File: config.mk
export PLATFORM = sky130hd
export DESIGN_NAME = regfile_write_arbiter
export DESIGN_NICKNAME = d
export VERILOG_FILES = /design/src/rtl/regfile_write_arbiter.sv
export SDC_FILE = /design/constraint.sdc
export NUM_CORES = 1
export LEC_CHECK = 0
export ABC_AREA = 1
export ABC_CLOCK_PERIOD_IN_PS = 2000
export CAP_MARGIN = 20
export CORE_ASPECT_RATIO = 0.75
export CORE_UTILIZATION = 41
export CTS_CLUSTER_DIAMETER = 150
export DETAILED_ROUTE_END_ITERATION = 10
export PLACE_DENSITY = 0.81
export SLEW_MARGIN = 40
export SYNTH_ARGS = -nofsm -noshare
export SYNTH_HDL_FRONTEND = slang
export SYNTH_SLANG_ARGS = --single-unit
File: constraint.sdc
create_clock -name CLK -period 2 [get_ports CLK]
set_input_delay 0.3 -clock CLK [delete_from_list [all_inputs] [get_ports CLK]]
set_output_delay 0.3 -clock CLK [all_outputs]
set_load 0.02 [all_outputs]
File: src/rtl/regfile_write_arbiter.sv
// regfile_write_arbiter
//   Clears a register file after reset, then arbitrates write requests from
//   three requesters onto a single register-file write port (round-robin).
//
// Ports
//   CLK        : clock, all state changes on the rising edge
//   Reset      : synchronous, active-high reset
//   Req[2:0]   : per-requester pending-write flag
//   Addr0..2   : target register of requester 0..2
//   Data0..2   : write data of requester 0..2
//   Grant[2:0] : registered one-hot-or-zero acknowledge, high for one cycle
//   Write      : registered register-file write enable
//   WriteAddr  : registered register-file write address
//   DataIn     : registered register-file write data
//   InitDone   : high once the clear sequence has completed
//   state_dbg  : current FSM state (0 = INIT, 1 = RUN)
//
// Handshake: Req[i] acts as a valid that must stay asserted, with Addr/Data
// stable, until the requester observes Grant[i] high; Grant[i] is the ready
// and coincides exactly with the Write cycle carrying requester i's data.
// The requester drops or changes its request on the edge that ends that
// cycle. A requester whose Grant is high is not eligible in that cycle, so
// the same request can never be written twice.

module regfile_write_arbiter #(
  parameter int DATA_WIDTH = 16,
  parameter int ADDR_WIDTH = 4
) (
  input  logic                  CLK,
  input  logic                  Reset,
  input  logic [2:0]            Req,
  input  logic [ADDR_WIDTH-1:0] Addr0,
  input  logic [ADDR_WIDTH-1:0] Addr1,
  input  logic [ADDR_WIDTH-1:0] Addr2,
  input  logic [DATA_WIDTH-1:0] Data0,
  input  logic [DATA_WIDTH-1:0] Data1,
  input  logic [DATA_WIDTH-1:0] Data2,
  output logic [2:0]            Grant,
  output logic                  Write,
  output logic [ADDR_WIDTH-1:0] WriteAddr,
  output logic [DATA_WIDTH-1:0] DataIn,
  output logic                  InitDone,
  output logic                  state_dbg
);

  typedef enum logic {
    ST_INIT = 1'b0,
    ST_RUN  = 1'b1
  } state_t;

  state_t                state;
  logic [ADDR_WIDTH-1:0] count;
  // Set on the edge that clears the last register; the following edge
  // leaves INIT with Write low.
  logic                  clear_done;
  logic [1:0]            ptr;

  logic [2:0]            elig;
  logic                  any_elig;
  logic [1:0]            cand1;
  logic [1:0]            cand2;
  logic [1:0]            winner;
  logic [ADDR_WIDTH-1:0] win_addr;
  logic [DATA_WIDTH-1:0] win_data;

  function automatic logic [1:0] inc3(input logic [1:0] p);
    return (p == 2'd2) ? 2'd0 : p + 2'd1;
  endfunction

  assign state_dbg = state;

  // Round-robin search starting at the priority pointer.
  always_comb begin
    elig     = Req & ~Grant;
    any_elig = |elig;
    cand1    = inc3(ptr);
    cand2    = inc3(cand1);
    if (elig[ptr])        winner = ptr;
    else if (elig[cand1]) winner = cand1;
    else                  winner = cand2;
  end

  always_comb begin
    win_addr = Addr0;
    win_data = Data0;
    case (winner)
      2'd1:    begin win_addr = Addr1; win_data = Data1; end
      2'd2:    begin win_addr = Addr2; win_data = Data2; end
      default: begin win_addr = Addr0; win_data = Data0; end
    endcase
  end

  always_ff @(posedge CLK) begin
    if (Reset) begin
      state      <= ST_INIT;
      count      <= '0;
      clear_done <= 1'b0;
      ptr        <= 2'd0;
      Write      <= 1'b0;
      WriteAddr  <= '0;
      DataIn     <= '0;
      Grant      <= 3'b000;
      InitDone   <= 1'b0;
    end else begin
      case (state)
        ST_INIT: begin
          Grant <= 3'b000;
          if (!clear_done) begin
            Write     <= 1'b1;
            WriteAddr <= count;
            DataIn    <= '0;
            count     <= count + 1'b1;
            if (count == '1) clear_done <= 1'b1;
          end else begin
            Write    <= 1'b0;
            InitDone <= 1'b1;
            state    <= ST_RUN;
          end
        end
        ST_RUN: begin
          if (any_elig) begin
            Write     <= 1'b1;
            WriteAddr <= win_addr;
            DataIn    <= win_data;
            Grant     <= 3'b001 << winner;
            ptr       <= inc3(winner);
          end else begin
            // Address and data hold their last values when idle.
            Write <= 1'b0;
            Grant <= 3'b000;
          end
        end
        default: state <= ST_INIT;
      endcase
    end
  end

endmodule
== Word level (Yosys, flattened, before mapping) ==
Cells that the tools add are included.

* Register bits after elaboration: 33
* Bits of input ports: 65
* Output and inout bits: 26
* Logic and storage cells: 58

* Add/sub/neg operators: 4
* $lt $le $gt $ge: 2
* Equal/unequal tests: 7
* Shifts and indexed selects: 1
* Mux-type cells: 26
* Bitwise operators: 4
* Reduce and logical (&&, ||, !) cells: 5

{| class="wikitable"
|+ Operators by type and width
! cell !! count
|-
| one-hot mux 16 bit (2 select lines) || 2
|-
| two-way mux 16 bit || 2
|-
| one-hot mux 4 bit (2 select lines) || 2
|-
| two-way mux 2 bit || 5
|-
| two-way mux 1 bit || 8
|-
| two-way mux 4 bit || 2
|-
| AND reduction 2 bit || 4
|-
| adder 2 x 1 -> 2 bit, second input constant || 3
|-
| equality test 2 bit, second input constant || 3
|-
| less-than comparator 2 x 3 -> 1 bit, second input constant || 2
|-
| one-hot mux 3 bit (2 select lines) || 1
|-
| adder 4 x 1 -> 4 bit, second input constant || 1
|-
| binary-select mux 1 bit (select 2 bit) || 2
|-
| equality test 4 bit, second input constant || 1
|-
| bitwise AND 3 bit || 1
|-
| two-way mux 3 bit || 1
|-
| NOT 3 bit || 1
|-
| OR reduction 3 bit || 1
|-
| left shift 1 x 2 -> 3 bit, first input constant || 1
|-
| equality test 2 x 1 -> 1 bit, second input constant || 1
|-
| != test 2 x 1 -> 1 bit, second input constant || 1
|-
| != test 2 bit, second input constant || 1
|-
| NOT 1 bit || 2
|-
| one-hot mux 1 bit (2 select lines) || 1
|}

== Logic depth before layout (Yosys ltp) ==
Gate-level depths: netlist of the first run.

* Depth after elaboration: 10
* Depth in mapped cells: 16
* Depth with buffers taken out: 14

== Least setup slack after synthesis of the first run ==
OpenSTA, ideal clock, no wires.

* Path type: register to register
* Start point: reg Grant[0]
* End point: reg WriteAddr[2]
* Setup time: 0.113 ns
* Arrival: 1.800 ns
* Required time: 1.887 ns
* Setup slack: 0.087 ns
* Stages on the path, launching flop included: 17
* Path buffers: 2
* Period minus slack after synthesis: 1.913 ns
* Cells stage by stage: dfxtp_1 -> inv_1 -> nand2_1 -> nand2_1 -> nand2_1 -> inv_1 -> nand2_1 -> nand2_1 -> ha_1 -> buf_2 -> buf_4 -> nor2_1 -> nor2_1 -> nand2_1 -> nand2_1 -> nor2_1 -> nor2_1

* Cells in the longest elaborated chain, start to end: 10
* Elaborated cells between the ends (all ways): 16
* Classes of those cells: 3 x eq/ne; 9 x mux; 2 x bitwise; 2 x reduce/logical

{| class="wikitable"
|+ Ends and longest elaborated chain
! element !! line !! text
|-
| start: declaration || 38 || <nowiki>output logic [2:0] Grant,</nowiki>
|-
| start signal: assignment || 125 || <nowiki>Grant <= 3'b001 << winner;</nowiki>
|-
| NOT 3 bit * || 74 || <nowiki>elig = Req & ~Grant;</nowiki>
|-
| bitwise AND 3 bit * || 74 ||
|-
| binary-select mux 1 bit (select 2 bit) || 79 || <nowiki>else if (elig[cand1]) winner = cand1;</nowiki>
|-
| two-way mux 1 bit (not written as such) || 79 ||
|-
| two-way mux 2 bit || 79 ||
|-
| two-way mux 2 bit || 78 || <nowiki>if (elig[ptr]) winner = ptr;</nowiki>
|-
| equality test 2 bit or equality test 2 x 1 -> 1 bit (tied branches) || 86 || <nowiki>case (winner)</nowiki>
|-
| one-hot mux 4 bit (2 select lines) || 86 ||
|-
| two-way mux 4 bit || 121 || <nowiki>if (any_elig) begin</nowiki>
|-
| one-hot mux 4 bit (2 select lines) || 105 || <nowiki>case (state)</nowiki>
|-
| end signal: assignment || 110 || <nowiki>WriteAddr <= count;</nowiki>
|-
| end signal: assignment || 123 || <nowiki>WriteAddr <= win_addr;</nowiki>
|-
| end: declaration || 40 || <nowiki>output logic [ADDR_WIDTH-1:0] WriteAddr,</nowiki>
|}

Every way passes the cells marked *; elsewhere a longest branch is shown, timed or not. The select of a mux whose other input is x is not followed.
A chain may end at the register's enable or synchronous reset.

== Final worst setup path of the first run ==
* Start point: reg ptr[0]
* End point: reg WriteAddr[0]

* Cells in the longest elaborated chain, start to end: 10
* Elaborated cells between the ends (all ways): 17
* Classes of those cells: 2 x add/sub; 4 x eq/ne; 11 x mux

{| class="wikitable"
|+ Ends and longest elaborated chain
! element !! line !! text
|-
| start: declaration || 56 || <nowiki>logic [1:0] ptr;</nowiki>
|-
| start signal: assignment || 126 || <nowiki>ptr <= inc3(winner);</nowiki>
|-
| adder 2 x 1 -> 2 bit or equality test 2 bit (tied branches) || 67 || <nowiki>return (p == 2'd2) ? 2'd0 : p + 2'd1;</nowiki>
|-
| two-way mux 2 bit || 67 ||
|-
| adder 2 x 1 -> 2 bit, or another cell as far along || 67 ||
|-
| two-way mux 2 bit or two-way mux 1 bit (tied branches) || 67, 79 ||
|-
| two-way mux 2 bit || 79 ||
|-
| two-way mux 2 bit * || 78 ||
|-
| equality test 2 bit or equality test 2 x 1 -> 1 bit (tied branches) || 86 ||
|-
| one-hot mux 4 bit (2 select lines) * || 86 ||
|-
| two-way mux 4 bit * || 121 ||
|-
| one-hot mux 4 bit (2 select lines) * || 105 ||
|}

Marked as above.

==> flow_metrics.env, run 1 <==
export IMPL_status="finished, final reports clean"
export IMPL_arrival_ps=2110
export IMPL_setup_ws_ps=82.65
export IMPL_portBuffers=90
export IMPL_antenna_found_initial=0
export IMPL_cpLargestDelayFamily="simple AND/OR/NAND/NOR gates"
export IMPL_drive_gt1_frac=0.1220
export IMPL_die_height_um=61.62
export IMPL_min_period_over_period=0.9587
export IMPL_period_needed_ps=1917
export IMPL_yosys_area_share_simple=0.4688
export IMPL_power_frac_clock=0.352
export IMPL_pwr_density_cell_mw_per_mm2=507.4
export IMPL_yosysTopAreaCell="dfxtp_1"
export IMPL_path_cells="nor2_2, nand2_1, nand2_1, nor2_2, nand2_1, nand2_2, ha_4, buf_12, nor2_2, nor2_1, nand2_1, nand2_1, nor2_1, nor2_1"
export IMPL_max_slew_margin=0.7897
export IMPL_syn_num_nets=387
export IMPL_num_io_pins=91
export IMPL_required_ps=2190
export IMPL_postSynthAreaPerCell_um2=6.130
export IMPL_synth_top_cell_area_share=0.3400
export IMPL_critPathLaunchType="flip-flop"
export IMPL_coreArea_mm2=0.004493
export IMPL_sw_frac_of_total=0.2652
export IMPL_p_switching_mw=0.4287
export IMPL_synth_fa_ha_area_frac=0.03220
export IMPL_clock_root_buffer="clkbuf_8"
export IMPL_wl_met3_um=640
export IMPL_clock_skew_ps=10.76
export IMPL_synth_warnings=0
export IMPL_dieWidth_um=81.49
export IMPL_worstSkewPairLatency_ps=290
export IMPL_post_drt_wl_per_cell_um=12.86
export IMPL_std_cell_rows=21
export IMPL_yosys_top_cells_area="dfxtp_1 34%, nand2_1 20%, nor2_1 11%"
export IMPL_syn2layout_area_growth_pct=63.94
export IMPL_clk_pin_slew_ps=70
export IMPL_crit_path_frequent_cell="nand2_1"
export IMPL_grt_max_degree=25
export IMPL_clockBufferDepth=2
export IMPL_fin_nets=487
export IMPL_cts_tree="built"
export IMPL_dr_total_vias=2370
export IMPL_final_util=0.7090
export IMPL_timing_hold_ws_ps=452.5
export IMPL_clock_sinks=33
export IMPL_track_usage=0.2361
export IMPL_end_kind="flip-flop"
export IMPL_gp_congestion=0.9740
export IMPL_fin_cells=475
export IMPL_yosysUniqueCellTypes=23
export IMPL_grt_pass1_vias=1983
export IMPL_dp_cells=465
export IMPL_met2WireLength_mm=2.703
export IMPL_synthXorXnorAreaFrac=0.004507
export IMPL_dp_hpwl_mm=4.368
export IMPL_first_pass_iters=4
export IMPL_path_class="reg2reg"
export IMPL_synth_compound_area_frac=0.06632
export IMPL_hold_viol=0
export IMPL_top_layer_used="met4"
export IMPL_p_total_mw=1.616
export IMPL_initial_utilization=0.4325
export IMPL_syn_area_mm2=0.001943
export IMPL_wl_met1_mm=2.668
export IMPL_cts_buffers=5
export IMPL_yosysSeqAreaShare=0.3400
export IMPL_cts_htree_levels=2
export IMPL_cts_hold_fix_buffers=0
export IMPL_drtIter0Drc=89
export IMPL_worst_slew_pin_slew_ps=315.1
export IMPL_critPathBufInv=1
export IMPL_regToRegStartpoint="ptr[0]"
export IMPL_worstPathMaxFanout=24
export IMPL_max_clock_freq_ghz=0.5216
export IMPL_comb_power_share=0.232
export IMPL_totalWireLength_mm=6.108
export IMPL_hold_path_class="reg2reg"
export IMPL_slew_violations=0
export IMPL_p_int_mw=1.188
export IMPL_synth_area_mux_share=0
export IMPL_diodes=0
export IMPL_seqPwrFrac=0.416
export IMPL_min_from="InitDone"
export IMPL_syn_inst=317
export IMPL_cap_viol_max_count=0
export IMPL_cpMaxStageDelayCell="dfxtp_4"
export IMPL_synth_seq_cells=33
export IMPL_dieArea_mm2=0.005021
export IMPL_fill_cells=372
export IMPL_route_detailed_drc=0
export IMPL_synth_top_family_by_area="simple AND/OR/NAND/NOR gates"
export IMPL_grt_first_pass_wirelength_mm=8.887
export IMPL_setup_violations=0
export IMPL_ant_nets=0
export IMPL_critPathLaunch="ptr[0]"
export IMPL_crit_path_max_incr_delay_ps=370
export IMPL_ir_drop_uv=319.0
export IMPL_vias_per_cell=4.989
export IMPL_leakage_nw=1.397
export IMPL_gr_total_overflow=0
export IMPL_place_ws_ps=-438.2
-- cell families (layout without fill, tap and decap cells) --
logic type                 count (synthesis)  count (layout)
AOI/OAI and AO/OA                         24              24
xor gates and xnor gates                   1               1
adders and majority gates                  5               5
buffers and inverters                     38             139
DFF                                       33              33
and+or+nand+nor                          216             216
-- path summary, 6_finish.rpt --
check	end	slack [ps]	cells past startpoint
max	WriteAddr[0]	80	14
min	InitDone	450	2
max reg2reg	WriteAddr[0]	80	14
min reg2reg	InitDone	450	2
-- layout make-up --
cell class,count,area [um^2],share of cell area
multi-input combinational,246,1179,0.3700
timing repair buffer,108,1076,0.3378
sequential,33,669.4,0.2101
clock buffer,7,96.34,0.03024
inverter,23,88.84,0.02789
tap,57,71.32,0.02239
clock inverter,1,5.005,0.001571
-- placed cells by master (no fill, tap or decap), types with 2 or more instances in the layout --
cell type / synthesis / layout
ha_2: 0 / 2
nand3_1: 43 / 43
nand3b_1: 5 / 5
buf_6: 1 / 2
dlymetal6s2s_1: 0 / 3
clkbuf_8: 0 / 7
nand2_1: 101 / 96
ha_1: 5 / 2
inv_1: 22 / 21
nand4_1: 2 / 2
nor2_1: 59 / 51
nor2_4: 2 / 4
nor3_1: 2 / 2
nor2_2: 0 / 6
dfxtp_1: 33 / 30
dfxtp_4: 0 / 2
a21oi_1: 18 / 18
buf_12: 0 / 2
o21ai_0: 3 / 3
nand2_2: 1 / 6
clkdlybuf4s50_1: 0 / 87
buf_4: 3 / 14
-- cells in the mapped netlist, drive strengths merged --
cell	number
nor3	2
o211ai	1
inv	23
clkbuf	3
o21ai	4
a21oi	18
nand2	102
nand3b	5
and3	1
nand3	43
dfxtp	33
nor2	61
buf	12
o21a	1
xnor2	1
ha	5
nand4	2
-- flip-flops by register name, summed over array words and instances, names as in the netlist --
| register | flops |
|---|---|
| clear_done | 1 |
| Grant | 3 |
| state_dbg | 1 |
| Write | 1 |
| DataIn | 16 |
| count | 4 |
| InitDone | 1 |
| ptr | 2 |
| WriteAddr | 4 |
-- stage by stage --
| step | TNS (ps) | cell area (um^2) |
|---|---|---|
| 2_1_floorplan | 0 | 1943 |
| 3_3_place_gp | -4563 | 2975 |
| 3_5_place_dp | -6546 | 2975 |
| 4_1_cts | 0 | 3098 |
| 5_1_grt | -13.13 | 3186 |
| 6_report | 0 | 3186 |
-- power by group through the flow --
stage / clock network (mW) / registers (mW) / logic, mW
after CTS: 0.581 / 0.675 / 0.366
after global placement: 0 / 0.689 / 0.353
after global routing: 0.610 / 0.674 / 0.406
after detailed placement: 0 / 0.690 / 0.359
final: 0.569 / 0.672 / 0.376
after floorplan: 0 / 0.693 / 0.155
-- routing by layer --
layer  global-route usage  up-vias
li1                     -     1202
met1               0.2942     1056
met2               0.3905      103
met3              0.06963        9
met4              0.08673        0
met5                    0        -
-- repair_timing --
action	CTS	global route
endpoints found under the setup margin	15	20
gates resized for setup	5	26
buffers inserted	0	2
pin swaps	0	8
-- worst min-delay path, delay by kind of cell (launching register included) --
family / cells / cell delay [ps]
buf+inv: 1 / 50
compound gates: 1 / 50
flops: 1 / 310
Power figures use the tool's default switching activity.
==> inputs of run 2 (changes only) <==
Settings changed: GPL_TIMING_DRIVEN set to 0, SLEW_MARGIN 40 to 20.
==> run 2 against run 1 <==
  * Clock power decreased by 15%
  * Highest routed layer unchanged
  * Final cell count is the same
  * Via count about the same
  * Largest cell class unchanged
  * Die area stayed put
==> flow_metrics.env, run 2 (synthesized netlist as in run 1, its figures left out) <==
export IMPL_dieWidth_um=81.49
export IMPL_period_needed_ps=1922
export IMPL_dp_cells=464
export IMPL_setup_ws_ps=78.13
export IMPL_tns_ps=0
export IMPL_cap_viol_max_count=0
export IMPL_status="finished, final reports clean"
export IMPL_most_common_layout_cells="95 x nand2_1, 87 x clkdlybuf4s50_1, 52 x nor2_1"
export IMPL_hold_path_class="reg2reg"
export IMPL_cts_tree="built"
export IMPL_cts_buffers=5
export IMPL_setup_violations=0
export IMPL_clock_root_buffer="clkbuf_8"
export IMPL_gr_total_overflow=0
export IMPL_grt_pass1_vias=2000
export IMPL_seqPwrFrac=0.435
export IMPL_antenna_found_initial=0
export IMPL_worst_slew_pin_slew_ps=426.1
export IMPL_comb_power_share=0.251
export IMPL_largest_register_ffs=16
export IMPL_final_common_cell="nand2_1"
export IMPL_dieArea_mm2=0.005021
export IMPL_pwr_density_cell_mw_per_mm2=488.3
export IMPL_num_io_pins=91
export IMPL_clockBufferDepth=2
export IMPL_max_clock_freq_ghz=0.5203
export IMPL_ir_drop_uv=346.3
export IMPL_gp_congestion=0.8564
export IMPL_drtIter0Drc=112
export IMPL_hold_viol=0
export IMPL_initial_utilization=0.4325
export IMPL_track_usage=0.2369
export IMPL_grt_first_pass_wirelength_mm=8.976
export IMPL_sw_frac_of_total=0.2767
export IMPL_diodes=0
export IMPL_min_period_over_period=0.9609
export IMPL_p_switching_mw=0.4283
export IMPL_max_slew_margin=0.7159
export IMPL_place_ws_ps=-513.4
export IMPL_worstSkewPairLatency_ps=290
export IMPL_arrival_ps=2100
export IMPL_clock_skew_ps=9.022
export IMPL_worstPathMaxFanout=7
export IMPL_rrSetupSlack_ps=80
export IMPL_post_drt_wl_per_cell_um=13.30
export IMPL_first_pass_iters=4
export IMPL_route_detailed_drc=0
export IMPL_syn2layout_area_growth_pct=63.10
export IMPL_clk_pin_slew_ps=70
export IMPL_end_kind="flip-flop"
export IMPL_p_total_mw=1.548
export IMPL_rsz0062_at_grt="yes"
export IMPL_required_ps=2180
export IMPL_ant_nets=0
export IMPL_regMostFlops="DataIn"
export IMPL_totalWireLength_mm=6.319
export IMPL_coreArea_mm2=0.004493
export IMPL_clock_sinks=33
export IMPL_critPathLaunchType="flip-flop"
export IMPL_fin_cells=475
export IMPL_fin_nets=487
export IMPL_power_frac_clock=0.314
export IMPL_leakage_nw=1.377
export IMPL_vias_per_cell=4.985
export IMPL_p_int_mw=1.119
export IMPL_path_class="reg2reg"
export IMPL_portBuffers=90
export IMPL_cts_htree_levels=2
export IMPL_die_height_um=61.62
export IMPL_slew_violations=0
export IMPL_grt_max_degree=11
export IMPL_dp_hpwl_mm=4.559
export IMPL_largestRegisters="DataIn (16), WriteAddr (4), count (4)"
export IMPL_final_util=0.7054
export IMPL_dr_total_vias=2368
export IMPL_drive_gt1_frac=0.1364
export IMPL_std_cell_rows=21
[run 2: worst paths after layout]
path,startpoint,end,depth (start not counted)
worst min-delay path,InitDone,InitDone,2
worst max-delay path,ptr[1],DataIn[5],11
worst min register to register,InitDone,InitDone,2
worst max register to register,ptr[1],DataIn[5],11
[run 2: power groups by stage]
| stage | logic, mW | clock network (mW) | registers, mW |
|---|---|---|---|
| after floorplan | 0.155 | 0 | 0.693 |
| final | 0.388 | 0.486 | 0.674 |
| after global routing | 0.420 | 0.508 | 0.675 |
| after global placement | 0.336 | 0 | 0.689 |
| after CTS | 0.361 | 0.483 | 0.675 |
| after detailed placement | 0.340 | 0 | 0.690 |
[run 2: cell type report]
class / count / area (um^2)
Fill cell: 379 / 1324
Multi-Input combinational cell: 246 / 1214
Timing Repair Buffer: 94 / 938.4
Sequential cell: 33 / 666.9
Buffer: 14 / 103.9
Inverter: 23 / 92.59
Clock buffer: 6 / 72.57
Tap cell: 57 / 71.32
Clock inverter: 2 / 10.01
[run 2: layer usage]
layer | vias up | wire (um) | global-route usage
met3 | 9 | 725 | 0.07111
met2 | 103 | 2804 | 0.4000
met5 | - | 0 | 0
li1 | 1205 | - | -
met4 | 0 | 53 | 0.05612
met1 | 1051 | 2736 | 0.2990
[run 2: metrics by stage]
| step | hold WS, ps | cell area, um^2 |
|---|---|---|
| after floorplan | 466.3 | 1943 |
| after global placement | 444.2 | 2915 |
| after detailed placement | 450.4 | 2915 |
| after CTS | 460.9 | 3049 |
| after global routing | 491.1 | 3169 |
| final | 464.4 | 3169 |
[run 2: critical path, stage by stage (launching register included)]
cell and delay (ps):
dfxtp_2 430, nand2_2 110, nor2_4 160, nor2_2 50
nand2_1 70, nand2_2 90, ha_4 350, clkinvlp_4 200
a21oi_1 160, a21oi_1 80, nand2_1 60, nand2_1 50
[run 2: repair_timing]
item,4_1_cts,5_1_grt
setup buffers,1,3
hold buffers,0,0
gates resized for setup,14,34
pin swaps,1,18
endpoints found under the setup margin,20,20
